--- src/rtl/uart_mon_pkg.sv ---
// Shared types for the multi-channel UART receive monitor: receiver FSM states,
// the FIFO entry record and a channel-index width helper.
package uart_mon_pkg;

  typedef enum logic [1:0] {
    RX_IDLE  = 2'd0,
    RX_START = 2'd1,
    RX_DATA  = 2'd2,
    RX_STOP  = 2'd3
  } rx_state_t;

  // Wide enough for the largest supported channel count (16).
  localparam int CH_FIELD_W = 4;

  typedef struct packed {
    logic [7:0]            data;
    logic [CH_FIELD_W-1:0] ch;
    logic                  ferr;
  } entry_t;

  function automatic int clog2_min1(input int n);
    return (n <= 2) ? 1 : $clog2(n);
  endfunction

endpackage

--- src/rtl/uart_mon_rx.sv ---
// One UART receive channel: input synchronizer, falling-edge start detect and
// a mid-bit sampling FSM that pulses done on the stop-bit sample.
module uart_mon_rx
  import uart_mon_pkg::*;
#(
  parameter int CLKS_PER_BIT = 140
) (
  input  logic       clk,
  input  logic       rst_n,
  input  logic       rx,
  output logic       done,
  output logic [7:0] data,
  output logic       ferr
);

  localparam int CNT_W = $clog2(CLKS_PER_BIT);
  localparam logic [CNT_W-1:0] CNT_FULL = CNT_W'(CLKS_PER_BIT - 1);
  localparam logic [CNT_W-1:0] CNT_HALF = CNT_W'(CLKS_PER_BIT / 2 - 1);

  rx_state_t        state_q, state_d;
  logic             sync_p0, sync_p1, line_prev;
  logic [CNT_W-1:0] cnt;
  logic [2:0]       bit_idx;
  logic [7:0]       shreg;
  logic             fall, tick;

  // Synchronizer stage; line_prev lets a start only follow a seen high level.
  always_ff @(posedge clk or negedge rst_n) begin
    if (!rst_n) begin
      sync_p0   <= 1'b1;
      sync_p1   <= 1'b1;
      line_prev <= 1'b1;
    end else begin
      sync_p0   <= rx;
      sync_p1   <= sync_p0;
      line_prev <= sync_p1;
    end
  end

  assign fall = line_prev & ~sync_p1;
  assign tick = (cnt == '0);

  always_ff @(posedge clk or negedge rst_n) begin
    if (!rst_n) state_q <= RX_IDLE;
    else        state_q <= state_d;
  end

  always_comb begin
    state_d = state_q;
    case (state_q)
      RX_IDLE:  if (fall) state_d = RX_START;
      RX_START: if (tick) state_d = sync_p1 ? RX_IDLE : RX_DATA;
      RX_DATA:  if (tick && bit_idx == 3'd7) state_d = RX_STOP;
      RX_STOP:  if (tick) state_d = RX_IDLE;
      default:  state_d = RX_IDLE;
    endcase
  end

  always_comb begin
    done = (state_q == RX_STOP) && tick;
    ferr = done && !sync_p1;
    data = shreg;
  end

  always_ff @(posedge clk or negedge rst_n) begin
    if (!rst_n) begin
      cnt     <= '0;
      bit_idx <= '0;
    end else begin
      case (state_q)
        RX_IDLE: if (fall) cnt <= CNT_HALF;
        RX_START: begin
          if (tick) begin
            cnt     <= CNT_FULL;
            bit_idx <= '0;
          end else begin
            cnt <= cnt - 1'b1;
          end
        end
        RX_DATA: begin
          if (tick) begin
            cnt     <= CNT_FULL;
            bit_idx <= bit_idx + 1'b1;
          end else begin
            cnt <= cnt - 1'b1;
          end
        end
        RX_STOP: if (!tick) cnt <= cnt - 1'b1;
        default: cnt <= '0;
      endcase
    end
  end

  // LSB arrives first, so shift in from the top.
  always_ff @(posedge clk) begin
    if (state_q == RX_DATA && tick) shreg <= {sync_p1, shreg[7:1]};
  end

endmodule

--- src/rtl/uart_mon.sv ---
// Multi-channel UART monitor: per-channel receivers feed single-entry holding
// registers, a round-robin arbiter moves them into a first-word fall-through FIFO.
module uart_mon
  import uart_mon_pkg::*;
#(
  parameter int NUM_CH       = 2,
  parameter int CLKS_PER_BIT = 140,
  parameter int FIFO_DEPTH   = 8
) (
  input  logic                            wb_clk,
  input  logic                            wb_rst_n,
  input  logic [NUM_CH-1:0]               i_rx,
  output logic                            o_valid,
  input  logic                            i_ready,
  output logic [7:0]                      o_data,
  output logic [clog2_min1(NUM_CH)-1:0]   o_ch,
  output logic                            o_ferr,
  output logic [NUM_CH-1:0]               o_ovf,
  input  logic                            i_ovf_clr
);

  localparam int CH_W = clog2_min1(NUM_CH);
  localparam int AW   = $clog2(FIFO_DEPTH);
  localparam int PW   = AW + 1;

  logic [NUM_CH-1:0] rx_done, rx_ferr;
  logic [7:0]        rx_data [NUM_CH];
  logic [NUM_CH-1:0] pend, hold_ferr, grant, ovf_set;
  logic [7:0]        hold_data [NUM_CH];
  logic [CH_W-1:0]   rr_ptr, gnt_idx;
  logic              gnt_vld;
  entry_t            mem [FIFO_DEPTH];
  entry_t            wr_entry, head;
  logic [PW-1:0]     wr_ptr, rd_ptr;
  logic              empty, full, push, pop;
  logic              unused_ch;

  for (genvar c = 0; c < NUM_CH; c++) begin : g_ch
    uart_mon_rx #(
      .CLKS_PER_BIT(CLKS_PER_BIT)
    ) u_rx (
      .clk  (wb_clk),
      .rst_n(wb_rst_n),
      .rx   (i_rx[c]),
      .done (rx_done[c]),
      .data (rx_data[c]),
      .ferr (rx_ferr[c])
    );
  end

  // A byte completing in the same cycle its slot is granted away is accepted,
  // since the slot is free from the next cycle on.
  assign ovf_set = rx_done & pend & ~grant;

  always_ff @(posedge wb_clk or negedge wb_rst_n) begin
    if (!wb_rst_n) begin
      pend  <= '0;
      o_ovf <= '0;
    end else begin
      pend  <= (pend & ~grant) | (rx_done & ~ovf_set);
      o_ovf <= (i_ovf_clr ? '0 : o_ovf) | ovf_set;
    end
  end

  always_ff @(posedge wb_clk) begin
    for (int c = 0; c < NUM_CH; c++) begin
      if (rx_done[c] && !ovf_set[c]) begin
        hold_data[c] <= rx_data[c];
        hold_ferr[c] <= rx_ferr[c];
      end
    end
  end

  // Search begins at the channel after the last one granted.
  always_comb begin
    logic [CH_W-1:0] cand;
    gnt_vld = 1'b0;
    gnt_idx = '0;
    cand    = rr_ptr;
    for (int i = 0; i < NUM_CH; i++) begin
      cand = (cand == CH_W'(NUM_CH - 1)) ? '0 : cand + 1'b1;
      if (!gnt_vld && pend[cand]) begin
        gnt_vld = 1'b1;
        gnt_idx = cand;
      end
    end
  end

  assign push = gnt_vld && (!full || pop);

  always_comb begin
    grant = '0;
    if (push) grant[gnt_idx] = 1'b1;
  end

  always_comb begin
    wr_entry.data = hold_data[gnt_idx];
    wr_entry.ch   = CH_FIELD_W'(gnt_idx);
    wr_entry.ferr = hold_ferr[gnt_idx];
  end

  always_ff @(posedge wb_clk or negedge wb_rst_n) begin
    if (!wb_rst_n) begin
      rr_ptr <= '0;
      wr_ptr <= '0;
      rd_ptr <= '0;
    end else begin
      if (push) begin
        rr_ptr <= gnt_idx;
        wr_ptr <= wr_ptr + 1'b1;
      end
      if (pop) rd_ptr <= rd_ptr + 1'b1;
    end
  end

  always_ff @(posedge wb_clk) begin
    if (push) mem[wr_ptr[AW-1:0]] <= wr_entry;
  end

  assign empty = (wr_ptr == rd_ptr);
  assign full  = (wr_ptr[AW] != rd_ptr[AW]) && (wr_ptr[AW-1:0] == rd_ptr[AW-1:0]);
  assign pop   = o_valid && i_ready;

  // Head fields are forced to zero whenever the FIFO is empty, including reset.
  assign head      = mem[rd_ptr[AW-1:0]];
  assign o_valid   = !empty;
  assign o_data    = empty ? '0 : head.data;
  assign o_ch      = empty ? '0 : head.ch[CH_W-1:0];
  assign o_ferr    = !empty && head.ferr;
  assign unused_ch = ^head.ch;

endmodule

--- config.mk ---
export PLATFORM = sky130hd
export DESIGN_NAME = uart_mon
export DESIGN_NICKNAME = d
export VERILOG_FILES = /design/src/rtl/uart_mon_pkg.sv /design/src/rtl/uart_mon_rx.sv /design/src/rtl/uart_mon.sv
export SDC_FILE = /design/constraint.sdc
export NUM_CORES = 1
export LEC_CHECK = 0
export CAP_MARGIN = 5
export CORE_MARGIN = 3
export CORE_UTILIZATION = 25
export CTS_CLUSTER_DIAMETER = 50
export DETAILED_ROUTE_END_ITERATION = 10
export GPL_ROUTABILITY_DRIVEN = 0
export PLACE_DENSITY_LB_ADDON = 0.25
export SLEW_MARGIN = 20
export SYNTH_ARGS = -nofsm -noshare
export SYNTH_HDL_FRONTEND = slang
export SYNTH_SLANG_ARGS = --single-unit
--- constraint.sdc ---
create_clock -name wb_clk -period 3.65 [get_ports wb_clk]
set_input_delay 0.73 -clock wb_clk [delete_from_list [all_inputs] [get_ports wb_clk]]
set_output_delay 0.73 -clock wb_clk [all_outputs]
set_load 0.02 [all_outputs]
Word level (Yosys, flattened, before mapping)
Memory sizes are Yosys's and may differ from the RTL's.
Cells that the tools add are included.
{"block": "classes", "addsub": 8, "multipliers": 0, "n_div": 0, "order_cmp": 4, "eq_ne": 23, "shifts": 0, "mux": 50, "bitwise_logic": 12, "reduce_logical": 38}
{"cell": "two-way mux 8 bit", "count": 7}
{"cell": "case mux 8 bit (3 select lines)", "count": 2}
{"cell": "two-way mux 2 bit", "count": 12}
{"cell": "two-way mux 1 bit", "count": 20}
{"cell": "!= test 2 x 1 -> 1 bit, second input constant", "count": 10}
{"cell": "logical AND 1 bit", "count": 16}
{"cell": "logical NOT 8 bit", "count": 2}
{"cell": "case mux 2 bit (4 select lines)", "count": 2}
{"cell": "subtractor 8 x 1 -> 8 bit, second input constant", "count": 2}
{"cell": "two-way mux 3 bit", "count": 4}
{"cell": "case mux 3 bit (2 select lines)", "count": 2}
{"cell": "adder 4 x 1 -> 4 bit, second input constant", "count": 2}
{"cell": "bitwise AND 2 bit", "count": 4}
{"cell": "== test 2 bit, second input constant", "count": 4}
{"cell": "AND reduction 4 bit", "count": 2}
{"cell": "logical NOT 1 bit", "count": 7}
{"cell": "adder 3 x 1 -> 3 bit, second input constant", "count": 2}
{"cell": "== test 3 bit, second input constant", "count": 2}
{"cell": "< comparator 1 x 2 -> 1 bit, second input constant", "count": 3}
{"cell": "AND reduction 3 bit", "count": 2}
{"cell": "== test 2 x 1 -> 1 bit, second input constant", "count": 2}
{"cell": "== test 4 bit", "count": 1}
{"cell": "logical NOT 2 bit", "count": 2}
{"cell": "!= test 2 bit, second input constant", "count": 2}
{"cell": "other kinds (13)", "count": 21}
{"block": "word_totals", "regBits": 63, "latch_bits": 0, "mem_bits_rw": 96, "mem_bits_ro": 0, "memories": 2}
{"memory": "mem", "depth": 8, "width": 10, "read_ports": 1, "rd_clocked_by_memory_dff": 0, "wr": 1, "line": "uart_mon.sv:32", "text": "entry_t mem [FIFO_DEPTH];"}
{"memory": "hold_data", "depth": 2, "width": 8, "read_ports": 1, "rd_clocked_by_memory_dff": 0, "wr": 2, "line": "uart_mon.sv:29", "text": "logic [7:0] hold_data [NUM_CH];"}

Longest topological paths before layout
Gate-level depths: netlist (run 1).
{"block": "depth", "ltp_word": 19, "mapped_depth": 7, "ltp_nobuf": 6}

Modules after synthesis
A second synthesis (run 1) with hierarchy kept.
{"block": "hier_totals", "hier_cells": 498, "area_unflattened_um2": 7039.3}
{"module": "uart_mon", "instances": 1, "cells_per_inst": 258, "area_per_inst_um2": 4539.4, "seq_area_each_um2": 3268.1}
{"module": "uart_mon_rx", "instances": 2, "cells_per_inst": 120, "area_per_inst_um2": 1249.9, "seq_area_each_um2": 644.4}

Worst setup path after synthesis (run 1)
Ideal clock, no wire load.
{"block": "synth_timing", "path_type": "register -> register", "start": "register wr_ptr[1]", "end": "memory mem[0][0] (netlist name) (enable)", "arrival_ns": 2.293, "slack_ns": 0.949, "path_stages_with_launch": 6, "n_path_buf": 1, "synth_period_minus_slack_ns": 2.701, "path_cell_list": "dfrtp_1 -> buf_2 -> xor2_1 -> nor4_4 -> a21oi_2 -> nor4b_1"}
{"block": "synth_between", "elab_chain_len": 7, "word_cells_on_any_way": 10}
{"element": "start, declared", "line": "uart_mon.sv:34", "text": "logic [PW-1:0] wr_ptr, rd_ptr;"}
{"element": "start signal, assigned", "line": "uart_mon.sv:110", "text": "wr_ptr <= wr_ptr + 1'b1;"}
{"element": "== test 4 bit / == test 3 bit (equally long branches)", "line": "uart_mon.sv:120, uart_mon.sv:121"}
{"element": "logical NOT 1 bit / logical AND 1 bit (equally long branches)", "line": "uart_mon.sv:126, uart_mon.sv:121"}
{"element": "logical AND 1 bit / logical NOT 1 bit (equally long branches)", "line": "uart_mon.sv:122, uart_mon.sv:89"}
{"element": "logical OR 1 bit", "line": "uart_mon.sv:89", "text": "assign push = gnt_vld && (!full || pop);"}
{"element": "logical AND 1 bit", "line": "uart_mon.sv:89"}
{"element": "two-way mux 1 bit", "line": "uart_mon.sv:117", "text": "if (push) mem[wr_ptr[AW-1:0]] <= wr_entry;"}
{"element": "two-way mux 1 bit (not written as such)", "line": "uart_mon.sv:117"}
{"element": "end, declared", "line": "uart_mon.sv:32"}
Several ways; a longest one is shown, not always the timed one.

Worst setup path after layout (run 1)
{"block": "layout_timing", "start": "register rd_ptr[0]", "end": "output o_data[6]"}
{"block": "layout_between", "elab_chain_len": 2, "word_cells_on_any_way": 3}
{"element": "start, declared", "line": "uart_mon.sv:34"}
{"element": "start signal, assigned", "line": "uart_mon.sv:112", "text": "if (pop) rd_ptr <= rd_ptr + 1'b1;"}
{"element": "memory read (8 x 10 bit) / == test 4 bit (equally long branches)"}
{"element": "two-way mux 8 bit (*)", "line": "uart_mon.sv:127", "text": "assign o_data = empty ? '0 : head.data;"}
{"element": "end, declared", "line": "uart_mon.sv:15", "text": "output logic [7:0] o_data,"}
Mark *: on every way between the ends. The rest lies on a longest branch, timed or not.

==> run summary, run 1 <==
final worst-path cycle share = 91.7%
Synth async-reset ratio = 28.3%
Post-Synth XOR/XNOR Area = 1.55%
IO Port Bufs = 18
worst-margin pin slew = 978 ps
Post-synth EDFFs = 114
critical path required time = 2920 ps
Gate power share = 36.7%
share of cells above drive strength 1 = 20.9%
mux contribution to synthesized area = 10.3%
Highest Clock Rate = 299 MHz
Yosys top cell area share = 49.7%
number of iterations in the first detailed-routing pass = 4
Cell Count, Final, Fillers Out = 834
dpl cells = 802
max cap viols = 0
Clk pwr share = 26.3%
Post-Synth Simple-Gate Area = 7.95%
TritonCTS Buffers = 17
CTS max path bufs = 2
Internal = 4180 uW
post-synthesis compound-gate area fraction = 8.69%
P_sw = 2420 uW
synthesized cell area = 6880 um2
minimum clock period = 3350 ps
worst path cell trace = buf_12, mux4_2, mux2i_1, nor2_1, clkdlybuf4s50_1
CP max FO = 20
crit-path max cell delay = 570 ps
worst clock skew = 13.2 ps
via-per-instance ratio = 4.59
grt ovf = 0
Syn Inst Count = 443
largest net degree at the start of global routing = 36
Mapped Nets = 466
die area = 29600 um2
Worst EP arrival = 2620 ps
vias in the first global route = 3973
flops & latches, synth = 159
most common cell in the synthesized netlist = edfxtp_1
drt total wl = 13700 um
CTS tree = yes
H-Tree Depth = 4
adder-cell share of the synthesized area = 3.09%
Final Hold Viols = 0
Root Buffer = clkbuf_16
Starting Density = 25.5%
ANT cells = 0
Worst-Skew Late Latency = 430 ps
post-route ant nets = 0
GRT Total Usage = 9.80%
sequential element share of the synthesized area = 66.2%
Netlist cell types = 70
Setup Viol. Count Final = 0
Mapped Avg Cell Area = 15.5 um2
Worst setup SP type = flop
CTS-repair resized insts = 0
worst hold slack = 358 ps
Rel. slew slack = 34.8%
synth top area cells = edfxtp_1, dfrtp_1, mux4_2, ha_1, dfstp_2
nets = 503
Rows = 60
clock sinks = 159
Worst Setup End Kind = primary output
Hold WC Path Type = reg -> reg
Die X-Extent = 172 um
Crit Path Class = reg -> out
unrepaired setup endpoints after global routing = no
first-pass GRT wire length = 22000 um
routed length per instance = 16.4 um
CP max-delay cell = dfrtp_1
DP Wirelength = 8820 um
I/O pin count = 19
YS warnings = 0
area grow syn2layout = 18.2%
largest family of logic cells by synthesized area = multiplexers
post-CTS setup buffers = 0
final core area utilization = 30.1%
Lkg Pwr = 0.00292 uW
ys flop type = edfxtp_1
Core Box Area = 27000 um2
drt initial violations = 299
initial antenna violation count = 0
clock-pin slew on the worst setup and hold paths = 60 ps
Setup TNS Final = 0 ps
DRC = 0
Final Max Slew Viols = 0
Sw Share = 36.7%
synth cell count leaders = edfxtp_1, dfrtp_1, nor2_1, inv_1, mux4_2
routed via count = 3824
Layout fillers = 2690
Power Dens Cells = 811 nW/um2
status = finished, final reports clean
Die H = 172 um
sequential power share = 37.0%
Hold Buf Count CTS = 0
biggest area consumer among synthesized cells = edfxtp_1
worst vdd ir = 289 uV
[cell families (layout without fill, tap and decap cells)]
| family | after synthesis | after routing |
|---|---|---|
| mux | 44 | 44 |
| fa+ha+maj | 17 | 17 |
| simple gates | 95 | 95 |
| buf+inv | 36 | 86 |
| flops | 159 | 159 |
| xor+xnor | 10 | 10 |
| compound gates | 82 | 82 |
[worst max-delay path: cells and delay by family, from the launching register on]
kind	cells	cell delay, ps
muxes	2	740
and+or+nand+nor	1	70
buffers and inverters	2	800
DFF	1	570
[power by group through the flow]
| stage | clock (uW) | combinational (uW) | sequential, uW |
|---|---|---|---|
| after floorplan | 0 | 1800 | 2370 |
| after global placement | 0 | 2410 | 2460 |
| after detailed placement | 0 | 2440 | 2480 |
| after CTS | 1790 | 2450 | 2440 |
| after global routing | 1870 | 2660 | 2480 |
| final | 1740 | 2420 | 2440 |
[sequential cells by signal (all words and copies together) (netlist names), 4 cells and up, named ones only]
register           count
g_ch.u_rx.bit_idx      6
g_ch.u_rx.cnt         16
g_ch.u_rx.data        16
hold_data             16
mem                   80
rd_ptr                 4
wr_ptr                 4
[layout by cell type (no fill, tap or decap), drive strengths merged, types with 3 or more instances in the layout]
cell / netlist / final
o31ai: 4 / 4
clkdlybuf4s50: 0 / 17
nand2: 17 / 17
o311ai: 3 / 3
xnor2: 3 / 3
inv: 21 / 31
nand3: 6 / 6
mux4: 20 / 20
a31o: 3 / 3
ha: 17 / 17
nor2: 31 / 31
o211ai: 4 / 4
a21boi: 3 / 3
o22a: 3 / 3
buf: 10 / 16
o21ai: 14 / 14
o2bb2ai: 4 / 4
dfrtp: 39 / 39
a21oi: 16 / 16
mux2: 12 / 12
clkinv: 0 / 5
xor2: 7 / 7
nor3: 11 / 11
a31oi: 3 / 3
nand2b: 6 / 6
mux2i: 12 / 12
o32ai: 3 / 3
dfstp: 6 / 6
nor4: 6 / 6
nor4b: 3 / 3
a22o: 6 / 6
edfxtp: 114 / 114
clkbuf: 5 / 17
or4: 3 / 3
[area by class of cell]
| type | count | area [um2] | share of cell area (%) |
|---|---|---|---|
| Tap cell | 341 | 427 | 5.24 |
| Inverter | 21 | 78.8 | 0.969 |
| Timing Repair Buffer | 33 | 300 | 3.69 |
| Clock buffer | 17 | 425 | 5.23 |
| Clock inverter | 15 | 160 | 1.97 |
| Multi-Input combinational cell | 248 | 2190 | 26.9 |
| Sequential cell | 159 | 4560 | 56.0 |
[metrics by stage]
stage / power (uW) / cell area [um2] / setup WS, ps
2_1_floorplan: 4180 / 6880 / 949
3_3_place_gp: 4870 / 7550 / 753
3_5_place_dp: 4920 / 7550 / 722
4_1_cts: 6680 / 8140 / 251
5_1_grt: 7010 / 8140 / 158
6_report: 6600 / 8140 / 302
[path summary, 6_finish.rpt]
check / from / endpoint / slack, ps / cells past startpoint
worst max-delay path: rd_ptr[0] / o_data[6] / 300 / 5
worst min-delay path: g_ch[1].u_rx.sync_p0 / g_ch[1].u_rx.sync_p1 / 360 / 0
worst max register to register: g_ch[1].u_rx.cnt[0] / hold_ferr[1] / 860 / 5
worst min register to register: g_ch[1].u_rx.sync_p0 / g_ch[1].u_rx.sync_p1 / 360 / 0
max in group asynchronous: wb_rst_n / wr_ptr[2] / 2560 / 2
min in group asynchronous: wb_rst_n / g_ch[0].u_rx.bit_idx[1] / 400 / 1
[routing by layer]
metal	global-route usage [%]	routed length, um	vias up
met5	0	0	-
met4	3.75	200	0
met3	2.47	427	17
met2	16.2	6760	61
met1	12.5	6300	1944
li1	-	-	1802
No activity file was read; power rests on OpenSTA's default activity.
==> run 2: changes to the inputs <==
--- a/config.mk
+++ b/config.mk
@@ -7,8 +7,7 @@
 export LEC_CHECK = 0
 export CAP_MARGIN = 5
 export CORE_MARGIN = 3
-export CORE_UTILIZATION = 25
-export CTS_CLUSTER_DIAMETER = 50
+export CORE_UTILIZATION = 41
 export DETAILED_ROUTE_END_ITERATION = 10
 export GPL_ROUTABILITY_DRIVEN = 0
 export PLACE_DENSITY_LB_ADDON = 0.25
==> constraint.sdc (replaced) <==
create_clock -name wb_clk -period 2.95 [get_ports wb_clk]
set_input_delay 0.59 -clock wb_clk [delete_from_list [all_inputs] [get_ports wb_clk]]
set_output_delay 0.59 -clock wb_clk [all_outputs]
set_load 0.02 [all_outputs]
==> run summary, run 2 (synthesized netlist as in run 1, its figures left out) <==
Final Max Slew Viols = 0
DRC = 0
area grow syn2layout = 17.1%
Clk pwr share = 25.0%
Starting Density = 42.5%
unrepaired setup endpoints after global routing = no
Root Buffer = clkbuf_16
die area = 18400 um2
Hold WC Path Type = in -> async
via-per-instance ratio = 5.47
Final Hold Viols = 0
critical path required time = 2360 ps
final worst-path cycle share = 91.5%
Hold Buf Count CTS = 0
drt initial violations = 358
CTS tree = yes
Lkg Pwr = 0.00299 uW
Crit Path Class = reg -> out
ANT cells = 0
nets = 509
H-Tree Depth = 4
Worst-Skew Late Latency = 420 ps
I/O pin count = 19
minimum clock period = 2700 ps
r2r startpoint = rd_ptr[0]
vias in the first global route = 3959
Gate power share = 37.5%
grt ovf = 0
Die H = 136 um
status = finished, final reports clean
Setup Viol. Count Final = 0
worst hold slack = 256 ps
clock-pin slew on the worst setup and hold paths = 60 ps
P_sw = 2890 uW
drt total wl = 12700 um
largest net degree at the start of global routing = 33
R2R cell count = 5
highest-count cells in the layout ignoring fill and taps = edfxtp_1, dfrtp_1, nor2_1, inv_1, mux4_2
number of iterations in the first detailed-routing pass = 4
clock sinks = 159
R2R setup slack = 640 ps
routed length per instance = 17.8 um
sequential power share = 37.5%
worst clock skew = 8.20 ps
GRT Total Usage = 15.1%
DP Wirelength = 8440 um
Rows = 46
Worst setup SP type = flop
Internal = 5230 uW
Rel. slew slack = 33.8%
most common cell after layout, fill and taps aside = edfxtp_1
share of cells above drive strength 1 = 22.4%
Worst Setup End Kind = primary output
Sw Share = 35.6%
max reg flops = 80
Crit Reg-Reg Endpoint = mem[5][6]
IO Port Bufs = 18
first-pass GRT wire length = 21300 um
Power Dens Cells = 1010 nW/um2
TritonCTS Buffers = 17
Worst EP arrival = 2110 ps
Die X-Extent = 136 um
routed via count = 3910
initial antenna violation count = 0
Highest Clock Rate = 371 MHz
worst vdd ir = 584 uV
Setup TNS Final = 0 ps
max cap viols = 0
Core Box Area = 16200 um2
post-route ant nets = 0
CTS max path bufs = 2
worst-margin pin slew = 990 ps
CP max FO = 20
==> run 2: cell count changes in the layout (fill, tap and decap cells not counted), sizes merged <==
cell | previous run | this run
clkdlybuf4s50 | 17 | 6
dlymetal6s2s | 0 | 7
inv | 31 | 24
buf | 16 | 22
dlygate4sd2 | 0 | 4
clkbuf | 17 | 20
clkinvlp | 0 | 2
bufinv | 0 | 1
clkinv | 5 | 6
==> run 2: timing repair <==
item | in CTS | in global routing
buffers inserted | 1 | 0
cloned | 1 | 0
endpoints found under the setup margin | 11 | 7
resized for setup | 15 | 7
pin swaps | 1 | 0
hold endpoints to repair | 0 | 0
==> run 2: final cells by class <==
| class | count | area, um2 |
|---|---|---|
| fill | 1344 | 8110 |
| multi-input combinational | 248 | 2240 |
| sequential | 159 | 4560 |
| clock buffer | 20 | 437 |
| inverter | 21 | 78.8 |
| timing repair buffer | 39 | 359 |
| tap | 216 | 270 |
| clock inverter | 12 | 110 |
==> run 2: how the worst max path moves through the flow <==
stage / slack [ps] / from / to
6_report: 250 / rd_ptr[0] / o_data[2]
4_1_cts: 1 / rd_ptr[0] / o_ch
3_5_place_dp: 190 / i_ready / mem[2][3]
3_3_place_gp: 310 / i_ready / mem[2][7]
5_1_grt: 130 / rd_ptr[0] / o_data[2]
2_1_floorplan: 250 / wr_ptr[1] / mem[0][0]
==> run 2: power by group through the flow <==
| stage | logic (uW) | registers [uW] | clock network [uW] |
|---|---|---|---|
| after floorplan | 2230 | 2930 | 0 |
| after global placement | 2970 | 3030 | 0 |
| after detailed placement | 3030 | 3050 | 0 |
| after CTS | 3090 | 3040 | 2070 |
| after global routing | 3380 | 3080 | 2190 |
| final | 3050 | 3040 | 2030 |
==> run 2: critical path: stages (launching register included) <==
cell and delay, ps:
dfrtp_1 390, buf_12 210, mux4_2 530, mux2i_1 150, nor2_1 70, dlygate4sd2_1 310
==> run 2: layer usage <==
layer	vias up	wire (um)	GRT usage [%]
met2	84	6250	23.6
met5	-	0	0
met4	0	176	5.15
met1	2003	5860	21.1
met3	12	443	3.49
li1	1811	-	-
==> run 2: metrics by stage <==
stage	power (uW)	std cells	setup WS (ps)	area (um2)	util, %
6_report	8120	715	252	8060	49.8
5_1_grt	8650	715	133	8060	49.8
4_1_cts	8200	715	1.35	8030	49.7
3_5_place_dp	6080	681	193	7420	45.9
3_3_place_gp	6000	681	307	7420	45.9
2_1_floorplan	5170	443	249	6880	-
